--- src/rtl/input_quant_packer.sv ---
`default_nettype none
// ============================================================================
// Module   : input_quant_packer
// Brief    : Quantises signed raw features against per-feature thresholds and
//            packs NUM_FEATURES codes into one vector for LUT layer 0.
//            Optional framing check on s_last enabled by macro LAST_CHECK_EN.
// Revision : 1.0 - initial release
// ============================================================================
module input_quant_packer #(
    parameter int NUM_FEATURES = 16,
    parameter int IN_WIDTH     = 16,
    parameter int BITS         = 2,
    parameter logic [NUM_FEATURES*(2**BITS-1)*IN_WIDTH-1:0] THRESH = '0
) (
    input  logic                         clk,
    input  logic                         rst_n,
    input  logic                         s_valid,
    output logic                         s_ready,
    input  logic [IN_WIDTH-1:0]          s_data,
`ifdef LAST_CHECK_EN
    input  logic                         s_last,
    output logic                         err,
`endif
    output logic                         m_valid,
    input  logic                         m_ready,
    output logic [NUM_FEATURES*BITS-1:0] m_data
);

    localparam int T     = 2**BITS - 1;
    localparam int IDX_W = $clog2(NUM_FEATURES);
    localparam int VEC_W = NUM_FEATURES * BITS;
    localparam logic [IDX_W-1:0] c_LAST_IDX = IDX_W'(NUM_FEATURES - 1);

    localparam logic [0:0] S_FILL = 1'b0;
    localparam logic [0:0] S_HOLD = 1'b1;

    logic [0:0]       r_state;
    logic [IDX_W-1:0] r_idx;
    logic [VEC_W-1:0] r_buf;
    logic [VEC_W-1:0] r_m_data;
    logic             r_m_valid;

    logic [IN_WIDTH-1:0] w_thr;
    logic [BITS-1:0]     w_code;
    logic [VEC_W-1:0]    w_next_buf;
    logic                w_accept;
    logic                w_at_last;
    logic                w_frame_ok;

    // Thermometer count: thresholds ascend, so the count of passed ones is the code
    always_comb begin
        w_thr  = '0;
        w_code = '0;
        for (int k = 0; k < T; k++) begin
            w_thr = THRESH[(int'(r_idx) * T + k) * IN_WIDTH +: IN_WIDTH];
            if ($signed(s_data) >= $signed(w_thr)) begin
                w_code = w_code + BITS'(1);
            end
        end
    end

    always_comb begin
        w_next_buf = r_buf;
        w_next_buf[int'(r_idx) * BITS +: BITS] = w_code;
    end

    assign s_ready   = (r_state == S_FILL);
    assign w_accept  = s_valid && s_ready;
    assign w_at_last = (r_idx == c_LAST_IDX);

`ifdef LAST_CHECK_EN
    logic r_err;
    assign w_frame_ok = (s_last == w_at_last);
    assign err        = r_err;

    always_ff @(posedge clk or negedge rst_n) begin
        if (!rst_n) begin
            r_err <= 1'b0;
        end else if (w_accept && !w_frame_ok) begin
            r_err <= 1'b1;
        end
    end
`else
    assign w_frame_ok = 1'b1;
`endif

    always_ff @(posedge clk or negedge rst_n) begin
        if (!rst_n) begin
            r_state   <= S_FILL;
            r_idx     <= '0;
            r_buf     <= '0;
            r_m_data  <= '0;
            r_m_valid <= 1'b0;
        end else begin
            case (r_state)
                S_FILL: begin
                    if (w_accept) begin
                        r_buf <= w_next_buf;
                        if (!w_frame_ok) begin
                            // Misframed vector is dropped; restart at slot 0
                            r_idx <= '0;
                        end else if (w_at_last) begin
                            r_m_data  <= w_next_buf;
                            r_m_valid <= 1'b1;
                            r_idx     <= '0;
                            r_state   <= S_HOLD;
                        end else begin
                            r_idx <= r_idx + IDX_W'(1);
                        end
                    end
                end
                default: begin
                    if (m_ready) begin
                        r_m_valid <= 1'b0;
                        r_state   <= S_FILL;
                    end
                end
            endcase
        end
    end

    assign m_valid = r_m_valid;
    assign m_data  = r_m_data;

endmodule
`default_nettype wire

--- config.mk ---
export PLATFORM = sky130hd
export DESIGN_NAME = input_quant_packer
export DESIGN_NICKNAME = d
export VERILOG_FILES = /design/src/rtl/input_quant_packer.sv
export SDC_FILE = /design/constraint.sdc
export NUM_CORES = 1
export LEC_CHECK = 0
export CORE_MARGIN = 5
export CORE_UTILIZATION = 55
export CTS_BUF_LIST = sky130_fd_sc_hd__clkbuf_4
export DETAILED_ROUTE_END_ITERATION = 8
export GPL_TIMING_DRIVEN = 0
export PLACE_DENSITY = 0.82
export SLEW_MARGIN = 0
export SYNTH_ARGS = -nofsm -noshare
export SYNTH_HDL_FRONTEND = slang
export SYNTH_SLANG_ARGS = --single-unit
--- constraint.sdc ---
create_clock -name clk -period 3.39 [get_ports clk]
set_input_delay 0.678 -clock clk [delete_from_list [all_inputs] [get_ports clk]]
set_output_delay 0.678 -clock clk [all_outputs]
set_load 0.01 [all_outputs]
==> flow_summary.toml <==
[status]
status = "finished, final reports clean"

[clocking]
htree_levels = 3
cts.path.max_buffers = 2
clock-sinks = 70
tritoncts = "built"
cts_hold_buf = 0
postCtsSetupBuffers = 0
path_clk_slew_ns = 0.11
cts-resized-gates = 0
cts_inserted_buffers = 9
clkLatencyLatePin_ns = 0.42
cts_root_buffer = "clkbuf_4"

[cells_and_area]
fin_util = 0.6680
drive_above_1_share = 0.1554
final_common_cell = "dfrtp_1"
num_antenna_cells = 0
fin_nets = 375
layout_common_cells = "70 x dfrtp_1, 41 x nand2_1, 37 x clkdlybuf4s50_1"
area_delta_synth_final_pct = 18.70

[timing]
slew_headroom = 0.4343
post-route-period-util = 0.8054
timing.fmax_mhz = 366.2
hold_viol_final = 0
tightest_slew_ns = 0.8485
rsz0062_at_grt = "false"
fin_worst_skew_ns = 0.005754
finalMaxSlewViolations = 0
final.setup.tns_ns = 0
finalCriticalPeriod_ns = 2.730
finalSetupViolations = 0

[global_route]
overflow = 0
grt_pass1_wl_um = 11590
grt.total_usage = 0.2016
grt_pass1_vias = 2343
antenna_found_initial = 0
grt_max_degree = 71

[synthesis]
syn_avg_cell_area_um2 = 11.11
synth_fp_nets = 326
yosys-top-cells-area = "dfrtp_1 53%, mux2_2 8.8%, mux2i_1 7.8%, o21ai_0 5.1%, nand2_1 4.6%"
syn_inst = 300
yosysTopAreaCell = "dfrtp_1"
yosysSeqAreaShare = 0.5257
synth_top_cell_area_share = 0.5257
ys_types = 40
synth-seq-cells = 70
yosys_warnings = 0
netlist_area_um2 = 3332

[floorplan]
pin_count = 54
start_util = 0.5628
rows = 28
dieArea_um2 = 7715
design.core.area_um2 = 5921
die_w_um = 87.84
die_y_um = 87.84

[route]
drt-total-wl_um = 6899
final_antenna_net_count = 0
wire_per_inst_um = 16.08
drtPass1Iterations = 4
drt_iter0_markers = 201
vias = 2374
post_drt_via_cell_ratio = 5.534
drc_errors = 0

[worst_setup_path]
rr_startpoint = "r_idx[0]"
cp.arrival_ns = 3.05
critical_path.startpoint_type = "flip-flop"
required_ns = 3.70
critPathKind = "flip-flop to flip-flop"
timing.rr.end = "r_buf[17]"
r2r_slack_ns = 0.66
worstRegToRegCells = 6
end_kind = "flip-flop"
cp_max_fo = 10

[placed_design]
gp_congestion = 0.8923
io_buffers = 38
dp_hpwl_um = 4865

[job]
cap_violations = 0

[min_path]
worstHoldPathType = "input pin to asynchronous set/reset pin"

[pwr]
pwr_density_cell_nw_per_um2 = 802.3
max-vdd-ir-drop_v = 0.0003722
power_leakage_nw = 1.781
registers in the layout, indices dropped and copies added, names as in the netlist:
register  count
r_state       1
m_valid       1
r_idx         4
m_data       32
r_buf        32
stage by stage:
step | area, µm² | hold WS [ns] | instances | power, mW | worst slack [ns]
detailed placement | 3804 | 0.4691 | 413 | 2.613 | 0.7076
global placement | 3806 | 0.4568 | 413 | 2.559 | -0.6027
finish | 3955 | 0.3557 | 429 | 3.173 | 0.6596
floorplan | 3332 | 0.3824 | 300 | 2.129 | 0.9566
global route | 3955 | 0.4236 | 429 | 3.402 | 0.5362
CTS | 3955 | 0.3867 | 429 | 3.195 | 0.6889
logic make-up (layout without fill, tap and decap cells):
| group | count (synthesis) | count (layout) | synth area share |
|---|---|---|---|
| compound gates | 52 | 52 | 0.09651 |
| mux | 56 | 56 | 0.1795 |
| xor+xnor | 3 | 3 | 0.007887 |
| buf+inv | 23 | 77 | 0.02892 |
| simple gates | 90 | 90 | 0.1389 |
| fa+ha+maj | 6 | 6 | 0.02253 |
| flops | 70 | 70 | 0.5257 |
power by group:
part           internal (mW)  leakage, nW  switching (mW)
clock                  0.299       0.0829           0.278
sequential              1.10        0.944           0.168
combinational          0.617        0.755           0.713
worst max-delay path: stages (launching register included):
cell	delay, ns
dfrtp_1	0.59
inv_1	0.24
ha_1	0.45
or3_4	0.46
a211oi_2	0.33
and2_1	0.21
mux2_2	0.34
worst max path at each step:
| stage | startpoint | end | cells past startpoint |
|---|---|---|---|
| after global placement | rst_n | m_data[27] | 1 |
| after floorplan | r_idx[0] | r_buf[16] | 6 |
| final | r_idx[0] | r_buf[17] | 6 |
| after detailed placement | r_idx[0] | r_buf[17] | 6 |
| after global routing | r_idx[0] | r_buf[17] | 6 |
| after CTS | r_idx[0] | r_buf[17] | 6 |
area by class of cell:
class                      count  area, µm²
clock inverter                 6      76.32
inverter                       7      26.28
timing repair buffer          38      377.9
clock buffer                  10      75.07
tap                           75      93.84
fill                         471       1966
sequential                    70       1752
buffer                        16      70.07
multi-input combinational    207       1484
synthesized netlist by cell type, drive strengths merged:
cell type / number
ha: 6
nor2: 11
and3b: 1
nor4: 1
o211a: 2
nand2: 41
nor4b: 2
a211oi: 1
nand4: 1
a21oi: 8
nand3: 11
nor3b: 1
o211ai: 2
dfrtp: 70
xor2: 1
nand2b: 4
nand3b: 1
and2: 4
and3: 5
a31oi: 2
mux2i: 26
inv: 7
nor3: 3
clkbuf: 10
xnor2: 2
mux2: 30
buf: 6
or2: 1
or3: 1
o41ai: 1
a2111o: 1
o21ai: 34
nor2b: 2
a2111oi: 1
per-layer routing:
layer	track usage	share of wire
met1	0.2896	0.47
met2	0.3027	0.47
met3	0.03763	0.045
met4	0.08229	0.013
met5	0	0
Power figures use the tool's default switching activity.
